File: config.mk
export PLATFORM = sky130hd
export DESIGN_NAME = dm_access_unit_flat
export DESIGN_NICKNAME = d
export VERILOG_FILES = /design/src/rtl/dm_access_pkg.sv /design/src/rtl/dm_access_unit_if.sv /design/src/rtl/dm_access_unit_load_extend.sv /design/src/rtl/dm_access_unit.sv /design/src/flat_wrapper.sv
export SDC_FILE = /design/constraint.sdc
export NUM_CORES = 1
export LEC_CHECK = 0
export CAP_MARGIN = 20
export CORE_ASPECT_RATIO = 2
export CORE_MARGIN = 1.5
export CORE_UTILIZATION = 52
export CTS_BUF_LIST = sky130_fd_sc_hd__clkbuf_8
export CTS_CLUSTER_DIAMETER = 80
export CTS_CLUSTER_SIZE = 14
export DETAILED_ROUTE_END_ITERATION = 10
export DONT_BUFFER_PORTS = 1
export PLACE_DENSITY = 0.71
export SETUP_SLACK_MARGIN = 0.02
export SLEW_MARGIN = 20
export SYNTH_ARGS = -nofsm -noshare
export SYNTH_HDL_FRONTEND = slang
export SYNTH_SLANG_ARGS = --single-unit
File: constraint.sdc
create_clock -name clk -period 1.55 [get_ports clk]
set_input_delay 0.31 -clock clk [delete_from_list [all_inputs] [get_ports clk]]
set_output_delay 0.31 -clock clk [all_outputs]
set_load 0.05 [all_outputs]
File: src/rtl/dm_access_pkg.sv
// Shared encodings for the data-memory access stage: access sizes, FSM states,
// byte-enable constants and the captured-request record.
package dm_access_pkg;

  localparam int NUM_LANES = 4;

  typedef enum logic [1:0] {
    SZ_BYTE     = 2'b00,
    SZ_HALF     = 2'b01,
    SZ_WORD     = 2'b10,
    SZ_WORD_ALT = 2'b11
  } size_e;

  typedef enum logic [1:0] {
    ST_IDLE   = 2'b00,
    ST_ACCESS = 2'b01,
    ST_RESP   = 2'b10
  } state_e;

  localparam logic [NUM_LANES-1:0] BE_NONE    = 4'b0000;
  localparam logic [NUM_LANES-1:0] BE_ALL     = 4'b1111;
  localparam logic [NUM_LANES-1:0] BE_LO_HALF = 4'b0011;
  localparam logic [NUM_LANES-1:0] BE_HI_HALF = 4'b1100;

  // Request fields still needed after issue, for load lane select/extension.
  typedef struct packed {
    logic       write;
    logic [1:0] size;
    logic       uns;
    logic [1:0] addr_lo;
  } req_t;

  function automatic logic is_misaligned(input logic [1:0] size, input logic [1:0] addr_lo);
    case (size)
      SZ_BYTE: return 1'b0;
      SZ_HALF: return addr_lo[0];
      default: return addr_lo != 2'b00;
    endcase
  endfunction

endpackage

File: src/rtl/dm_access_unit_if.sv
// Data-memory request/response bus between the access stage (master) and memory (slave).
interface dm_access_unit_if #(
  parameter int DataSize = 32,
  parameter int AddrSize = 16
);
  logic                    DM_enable;
  logic                    DM_write;
  logic [AddrSize-1:0]     DM_address;
  logic [DataSize-1:0]     DM_in;
  logic [DataSize/8-1:0]   DM_byte_en;
  logic [DataSize-1:0]     DM_out;
  logic                    DM_ready;

  modport master (
    output DM_enable, DM_write, DM_address, DM_in, DM_byte_en,
    input  DM_out, DM_ready
  );

  modport slave (
    input  DM_enable, DM_write, DM_address, DM_in, DM_byte_en,
    output DM_out, DM_ready
  );
endinterface

File: src/rtl/dm_access_unit_load_extend.sv
// Little-endian lane extraction plus sign/zero extension of a memory read word.
module load_extend
  import dm_access_pkg::*;
#(
  parameter int DataSize = 32
) (
  input  logic [DataSize-1:0] rdata,
  input  logic [1:0]          addr_lo,
  input  logic [1:0]          size,
  input  logic                is_unsigned,
  output logic [DataSize-1:0] ext
);

  logic [7:0]  b;
  logic [15:0] h;

  always_comb begin
    b   = rdata[8*addr_lo +: 8];
    h   = rdata[16*addr_lo[1] +: 16];
    ext = rdata;
    case (size)
      SZ_BYTE: ext = {{(DataSize-8){~is_unsigned & b[7]}}, b};
      SZ_HALF: ext = {{(DataSize-16){~is_unsigned & h[15]}}, h};
      default: ext = rdata;
    endcase
  end

endmodule

File: src/rtl/dm_access_unit.sv
// Data-memory access stage: issues one load/store on the memory bus, stalls until
// DM_ready, then retires with a one-cycle DMout_valid. Optional: DM_MISALIGN_CHECK_EN.
module dm_access_unit
  import dm_access_pkg::*;
#(
  parameter int DataSize = 32,
  parameter int AddrSize = 16
) (
  input  logic                clk,
  input  logic                rst,
  input  logic                req_valid,
  input  logic                req_write,
  input  logic [1:0]          req_size,
  input  logic                req_unsigned,
  input  logic [AddrSize-1:0] req_addr,
  input  logic [DataSize-1:0] req_wdata,
  output logic                stall,
  output logic [DataSize-1:0] DMout,
  output logic                DMout_valid,
  dm_access_unit_if.master    dm
`ifdef DM_MISALIGN_CHECK_EN
  , output logic              misalign_err
`endif
);

  localparam int NL = DataSize/8;

  state_e                state_q, state_d;
  req_t                  req_q, req_d;
  logic                  en_q, en_d;
  logic                  wr_q, wr_d;
  logic [AddrSize-1:0]   addr_q, addr_d;
  logic [DataSize-1:0]   din_q, din_d;
  logic [NL-1:0]         be_q, be_d;
  logic [DataSize-1:0]   dmout_q, dmout_d;
  logic                  stall_c;
  logic [DataSize-1:0]   ld_ext;
  logic [NL-1:0][7:0]    st_data;
  logic [NL-1:0]         st_be;
`ifdef DM_MISALIGN_CHECK_EN
  logic                  mis_q, mis_d;
`endif

  // Store lane steering: narrow data is replicated across lanes, enables pick the target.
  for (genvar l = 0; l < NL; l++) begin : g_lane
    localparam logic [1:0] LN = 2'(l);
    assign st_data[l] = (req_size == SZ_BYTE) ? req_wdata[7:0] :
                        (req_size == SZ_HALF) ? req_wdata[8*(l%2) +: 8] :
                                                req_wdata[8*l +: 8];
    assign st_be[l]   = (req_size == SZ_BYTE) ? (req_addr[1:0] == LN) :
                        (req_size == SZ_HALF) ? (req_addr[1] == LN[1]) :
                                                1'b1;
  end

  load_extend #(.DataSize(DataSize)) u_load_extend (
    .rdata       (dm.DM_out),
    .addr_lo     (req_q.addr_lo),
    .size        (req_q.size),
    .is_unsigned (req_q.uns),
    .ext         (ld_ext)
  );

  always_comb begin
    state_d = state_q;
    req_d   = req_q;
    en_d    = en_q;
    wr_d    = wr_q;
    addr_d  = addr_q;
    din_d   = din_q;
    be_d    = be_q;
    dmout_d = dmout_q;
    stall_c = 1'b0;
`ifdef DM_MISALIGN_CHECK_EN
    mis_d   = 1'b0;
`endif
    case (state_q)
      ST_IDLE: begin
        stall_c = req_valid;
        if (req_valid) begin
          req_d = '{write: req_write, size: req_size, uns: req_unsigned, addr_lo: req_addr[1:0]};
`ifdef DM_MISALIGN_CHECK_EN
          if (is_misaligned(req_size, req_addr[1:0])) begin
            // Rejected without touching memory; retire with a zero result.
            mis_d   = 1'b1;
            dmout_d = '0;
            state_d = ST_RESP;
          end else
`endif
          begin
            en_d    = 1'b1;
            wr_d    = req_write;
            addr_d  = {req_addr[AddrSize-1:2], 2'b00};
            din_d   = st_data;
            be_d    = req_write ? st_be : BE_ALL;
            state_d = ST_ACCESS;
          end
        end
      end
      ST_ACCESS: begin
        stall_c = 1'b1;
        if (dm.DM_ready) begin
          en_d    = 1'b0;
          if (!req_q.write) dmout_d = ld_ext;
          state_d = ST_RESP;
        end
      end
      ST_RESP: begin
        // Inputs still show the retiring instruction, so nothing is accepted here.
        state_d = ST_IDLE;
      end
      default: state_d = ST_IDLE;
    endcase
  end

  always_ff @(posedge clk or negedge rst) begin
    if (!rst) begin
      state_q <= ST_IDLE;
      req_q   <= '0;
      en_q    <= 1'b0;
      wr_q    <= 1'b0;
      addr_q  <= '0;
      din_q   <= '0;
      be_q    <= BE_NONE;
      dmout_q <= '0;
`ifdef DM_MISALIGN_CHECK_EN
      mis_q   <= 1'b0;
`endif
    end else begin
      state_q <= state_d;
      req_q   <= req_d;
      en_q    <= en_d;
      wr_q    <= wr_d;
      addr_q  <= addr_d;
      din_q   <= din_d;
      be_q    <= be_d;
      dmout_q <= dmout_d;
`ifdef DM_MISALIGN_CHECK_EN
      mis_q   <= mis_d;
`endif
    end
  end

  assign stall         = rst & stall_c;
  assign DMout         = dmout_q;
  assign DMout_valid   = (state_q == ST_RESP);
  assign dm.DM_enable  = en_q;
  assign dm.DM_write   = wr_q;
  assign dm.DM_address = addr_q;
  assign dm.DM_in      = din_q;
  assign dm.DM_byte_en = be_q;
`ifdef DM_MISALIGN_CHECK_EN
  assign misalign_err  = mis_q & (state_q == ST_RESP);
`endif

endmodule

File: src/flat_wrapper.sv
// flat-port wrapper written by rule: the top's interface ports become plain ports
module dm_access_unit_flat import dm_access_pkg::*;
#(
  parameter int DataSize = 32,
  parameter int AddrSize = 16
)
  (clk, rst, req_valid, req_write, req_size, req_unsigned, req_addr, req_wdata, stall, DMout, DMout_valid, dm_DM_enable, dm_DM_write, dm_DM_address, dm_DM_in, dm_DM_byte_en, dm_DM_out, dm_DM_ready);
  dm_access_unit_if #(.DataSize(DataSize), .AddrSize(AddrSize)) dm_i ();
  input  logic clk;
  input  logic rst;
  input  logic req_valid;
  input  logic req_write;
  input  logic [1:0] req_size;
  input  logic req_unsigned;
  input  logic [AddrSize-1:0] req_addr;
  input  logic [DataSize-1:0] req_wdata;
  output logic stall;
  output logic [DataSize-1:0] DMout;
  output logic DMout_valid;
  output wire logic [$bits(dm_i.DM_enable)-1:0] dm_DM_enable;
  output wire logic [$bits(dm_i.DM_write)-1:0] dm_DM_write;
  output wire logic [$bits(dm_i.DM_address)-1:0] dm_DM_address;
  output wire logic [$bits(dm_i.DM_in)-1:0] dm_DM_in;
  output wire logic [$bits(dm_i.DM_byte_en)-1:0] dm_DM_byte_en;
  input wire logic [$bits(dm_i.DM_out)-1:0] dm_DM_out;
  input wire logic [$bits(dm_i.DM_ready)-1:0] dm_DM_ready;
  assign dm_DM_enable = dm_i.DM_enable;
  assign dm_DM_write = dm_i.DM_write;
  assign dm_DM_address = dm_i.DM_address;
  assign dm_DM_in = dm_i.DM_in;
  assign dm_DM_byte_en = dm_i.DM_byte_en;
  assign dm_i.DM_out = dm_DM_out;
  assign dm_i.DM_ready = dm_DM_ready;
  dm_access_unit #(.DataSize(DataSize), .AddrSize(AddrSize)) u_core (.clk(clk), .rst(rst), .req_valid(req_valid), .req_write(req_write), .req_size(req_size), .req_unsigned(req_unsigned), .req_addr(req_addr), .req_wdata(req_wdata), .stall(stall), .DMout(DMout), .DMout_valid(DMout_valid), .dm(dm_i));
endmodule
**After elaboration in Yosys (flattened, before gate mapping)**

Index checks and enable logic that the tools add are counted.

- Bits in registers: 91
- Bits of input ports: 88
- Output and inout port bits: 88
- Word-level logic and storage cells: 56

- Equal/unequal tests: 9
- Shifts and indexed selects: 2
- Mux-type cells: 20
- Bitwise logic cells: 6
- Reduce and logical (&&, ||, !) cells: 9

Operator list:

| operator | count |
|---|---|
| one-hot mux 32 bit (2 select lines) | 1 |
| two-way mux 8 bit | 5 |
| indexed part select 32 x 6 -> 16 bit | 1 |
| indexed part select 32 x 6 -> 8 bit | 1 |
| == test 2 x 1 -> 1 bit (second input constant) | 4 |
| zero test 2 bit | 4 |
| two-way mux 1 bit | 8 |
| == test 2 bit (second input constant) | 3 |
| AND reduction 3 bit | 2 |
| two-way mux 2 bit | 2 |
| two-way mux 4 bit | 1 |
| inequality test 2 bit (second input constant) | 2 |
| one-hot mux 1 bit (2 select lines) | 2 |
| one-hot mux 2 bit (2 select lines) | 1 |
| AND reduction 2 bit | 2 |
| AND 1 bit | 3 |
| NOT 1 bit | 3 |
| nonzero test 2 bit | 1 |

**Logic depth before layout (Yosys ltp)**

- Word-level depth: 4
- Mapped depth: 6
- Gate-level depth less buffers: 4

**Hierarchy**

Synthesis repeated with hierarchy kept, for this count alone.

- Cell total of the unflattened synthesis: 431
- Area total of the unflattened synthesis: 4500.6 um^2

Modules (own cells, without submodules):

| module | times used | cells each | area an instance (um^2) | sequential area each (um^2) |
|---|---|---|---|---|
| dm_access_unit | 1 | 335 | 3798.6 | 2277.2 |
| load_extend | 1 | 96 | 701.9 | 0.0 |

**Worst setup path after synthesis**

OpenSTA, ideal clock, no wires.

- Path type: register to register
- Start: register u_core.req_q[5] (netlist name)
- End: register u_core.dmout_q[14] (netlist: u_core.DMout[14])
- Setup time: 0.132 ns
- Data arrival time: 1.525 ns
- Data required time: 1.418 ns
- Slack: -0.107 ns
- Stages on the path, launching flop included: 6
- Path buffers: 1
- Period minus slack after synthesis: 1.657 ns
- Path through: dfrtp_1 -> and4bb_1 -> buf_4 -> and3_1 -> a211oi_1 -> nand2_1

- Word-level cells in the longest chain between the ends: 2

Ends and longest elaborated chain:

| what | RTL line | text |
|---|---|---|
| start: declaration | dm_access_unit.sv:29 | `req_t req_q, req_d;` |
| start signal: assignment | dm_access_unit.sv:130 | `req_q <= req_d;` |
| NOT 1 bit (no source line) | n/a |  |
| AND reduction 3 bit (no source line) | n/a |  |
| end signal: assignment | dm_access_unit.sv:136 | `dmout_q <= dmout_d;` |
| end: declaration | dm_access_unit.sv:35 | `logic [DataSize-1:0] dmout_q, dmout_d;` |

Every way passes these cells.
A chain may end at the register's enable or synchronous reset.

**Worst setup path in the final report**

- Start: register u_core.state_q[1]
- End: output port stall

- Word-level cells in the longest chain between the ends: 3
- Elaborated cells on any way between the ends: 4
- Those cells by class: 1 x eq/ne; 1 x mux; 1 x bitwise; 1 x reduce/logical

Ends and longest elaborated chain:

| what | RTL line | text |
|---|---|---|
| start: declaration | dm_access_unit.sv:28 | `state_e state_q, state_d;` |
| start signal: assignment | dm_access_unit.sv:129 | `state_q <= state_d;` |
| == test 2 x 1 -> 1 bit or zero test 2 bit (tied branches) | dm_access_unit.sv:76 | `case (state_q)` |
| one-hot mux 1 bit (2 select lines) * | dm_access_unit.sv:76 |  |
| AND 1 bit * | dm_access_unit.sv:143 | `assign stall = rst & stall_c;` |
| end: declaration | flat_wrapper.sv:17 | `output logic stall;` |

Every way passes the cells marked *; elsewhere a longest branch is shown, timed or not.

==> flow_metrics.env <==
export IMPL_cp_startpoint="u_core.state_q[1]"
export IMPL_port_buffers=0
export IMPL_ys_seq_area_frac=0.513
export IMPL_relSlewSlack=0.635
export IMPL_place_ws_ns=0.0310
export IMPL_worst_slack_ns=-0.00304
export IMPL_synth_seq_cells=91
export IMPL_critPathKind="flop to primary output"
export IMPL_timing_fmax_mhz=644
export IMPL_core_area_um2=8290
export IMPL_synth_top_cell_area_share=0.513
export IMPL_violations="hold timing, setup timing"
export IMPL_powerDensity_nw_per_um2=2570
export IMPL_fin_tns_setup_ns=-0.00304
export IMPL_syn2layout_area_growth_pct=12.4
export IMPL_fin_cells=596
export IMPL_grt_pass1_wl_mm=17.5
export IMPL_root_buffer="clkbuf_8"
export IMPL_r2r_cells=6
export IMPL_grt_pass1_vias=3567
export IMPL_grt_overflow_total=0
export IMPL_layout_drive_gt1_share=0.157
export IMPL_reg2reg_slack_ns=0.07
export IMPL_yosysWarnings=0
export IMPL_dr_pass1_iters=4
export IMPL_drtAntennaViolNets=0
export IMPL_dr_total_vias=3486
export IMPL_die_area_um2=9130
export IMPL_rsz0062_at_grt="true"
export IMPL_min_period_ns=1.55
export IMPL_multiInputGateArea_um2=2010
export IMPL_drc=0
export IMPL_vias_per_cell=5.85
export IMPL_nets=581
export IMPL_min_path_type="input pin to async pin"
export IMPL_post_dp_hpwl_mm=8.72
export IMPL_cts_max_path_buffers=2
export IMPL_hold_viol_final=91
export IMPL_grt_use_total=0.259
export IMPL_ys_types=37
export IMPL_maxSlewViolCount=0
export IMPL_final_util=0.602
export IMPL_critPathCapture="stall"
export IMPL_drt_iter0_markers=185
export IMPL_io_pins=176
export IMPL_cp_end_kind="primary output"
export IMPL_path_clk_slew_ns=0.09
export IMPL_cts_tree="yes"
export IMPL_status="finished with violations"
export IMPL_start_util=0.535
export IMPL_cts_sinks=91
export IMPL_reg2reg_to="u_core.DMout[12]"
export IMPL_diodes=0
export IMPL_rows=47
export IMPL_hold_slack_ns=-0.349
export IMPL_gp_congestion=0.818
export IMPL_synthCells=482
export IMPL_maxCapViolations=0
export IMPL_tightest_slew_ns=0.548
export IMPL_r2r_start="u_core.state_q[1]"
export IMPL_ys_top_cells_by_area="dfrtp_1 (51%), nand2_1 (11%), mux2i_1 (9.2%)"
export IMPL_critical_path_required_ns=1.24
export IMPL_peakVddDrop_mv=1.29
export IMPL_dp_cells=573
export IMPL_avgSynthCellArea_um2=9.21
export IMPL_die_height_um=134
export IMPL_regArea_um2=2280
export IMPL_antenna_found_initial=0
export IMPL_fin_crit_sh=1.00
export IMPL_fill_cells=725
export IMPL_cts_buffers=9
export IMPL_skew_ns=0.00934
export IMPL_arrival_ns=1.24
export IMPL_htreeDepth=3
export IMPL_crit_path_start_kind="flop"
export IMPL_grt_max_degree=93
export IMPL_synth_largest_area_cell="dfrtp_1"
export IMPL_mostFrequentLayoutCells="nand2_1 (132), dfrtp_1 (89), mux2i_1 (39), nand3_1 (32), nor2_1 (25)"
export IMPL_cp_max_fo=7
export IMPL_die_w_um=68.3
export IMPL_insertion_delay_ns=0.35
export IMPL_drt_total_wl_mm=11.9
export IMPL_p_leak_uw=0.00244
export IMPL_wl_per_cell_um=20.0
export IMPL_synth_area_um2=4440
export IMPL_report_final_setup_viol=1
export IMPL_final_common_cell="nand2_1"
## cell usage after synthesis (all sizes together)
| cell type | number |
|---|---|
| clkbuf | 8 |
| nand3b | 1 |
| and3 | 7 |
| o21bai | 3 |
| inv | 5 |
| or2b | 1 |
| conb | 1 |
| o21ai | 31 |
| a31oi | 3 |
| and2 | 1 |
| nor2b | 2 |
| nand4bb | 1 |
| mux2i | 41 |
| o211ai | 1 |
| nand2b | 5 |
| nor3 | 9 |
| nor3b | 1 |
| and4bb | 1 |
| a211oi | 7 |
| nand3 | 32 |
| a21oi | 27 |
| nor2 | 27 |
| a22oi | 7 |
| nand2 | 133 |
| o22ai | 2 |
| buf | 27 |
| o22a | 7 |
| dfrtp | 91 |
## registers in the layout, indices dropped and copies added, names as in the netlist
name / count
u_core.DMout: 32
u_core.dm.DM_in: 32
u_core.state_q: 2
u_core.dm.DM_enable: 1
u_core.dm.DM_address: 14
u_core.dm.DM_byte_en: 4
u_core.req_q: 6
## final cells by class
type | count | area share
repair buffers | 34 | 0.0700
flip-flops and latches | 91 | 0.457
well taps | 98 | 0.0246
clock inverters | 6 | 0.0133
multi-input cells | 352 | 0.404
inverters | 5 | 0.00376
clock buffers | 10 | 0.0276
## cells by family after synthesis
family          after synthesis  synth area share
simple gates                221             0.217
flops                        91             0.513
compound gates               88             0.126
mux                          41            0.0924
buf+inv                      40            0.0505
other cells                   1          0.000845
## worst max-delay path, cell delays in order, from the launching register on
cell and delay (ns):
dfrtp_2 0.45, o21bai_4 0.19, nor2_2 0.09, buf_6 0.16
## how the worst min path moves through the flow
stage / from / end / slack, ns / cells after the start
finish: rst / u_core.DMout[29] / -0.35 / 0
global route: rst / u_core.DMout[18] / -0.39 / 0
CTS: rst / u_core.state_q[1] / -0.37 / 0
detailed placement: rst / u_core.DMout[29] / 0.02 / 0
global placement: rst / u_core.DMout[23] / 0.02 / 0
floorplan: rst / u_core.DMout[0] / 0.01 / 0
## where the power goes
part	leakage (uW)	total [uW]	switching, uW	internal (uW)
clock network	0.0000999	1630	840	790
registers	0.00111	7580	4190	3390
logic	0.00122	3580	2050	1540
## through the flow
stage                     total power, uW  hold slack [ns]  cell area [um^2]
after floorplan                      9990           0.0144              4450
after global placement              10900           0.0162              4640
after detailed placement            11000           0.0161              4640
after CTS                           12700           -0.375              4890
after global routing                13400           -0.386              4990
final                               12800           -0.349              4990
## what timing repair did
item | 4_1_cts | 5_1_grt
gates resized for setup | 6 | 14
pin swaps | 1 | 7
gates cloned | 0 | 0
setup endpoints to repair | 6 | 12
setup buffers | 2 | 5
hold endpoints to repair | 91 | 91
## layer usage
metal	vias up	global-route usage	wire length (um)
met2	158	0.499	6750
li1	1647	-	-
met5	-	0	0
met4	0	0.109	361
met1	1662	0.232	3850
met3	19	0.0726	934
(Power assumes the default switching activity.)
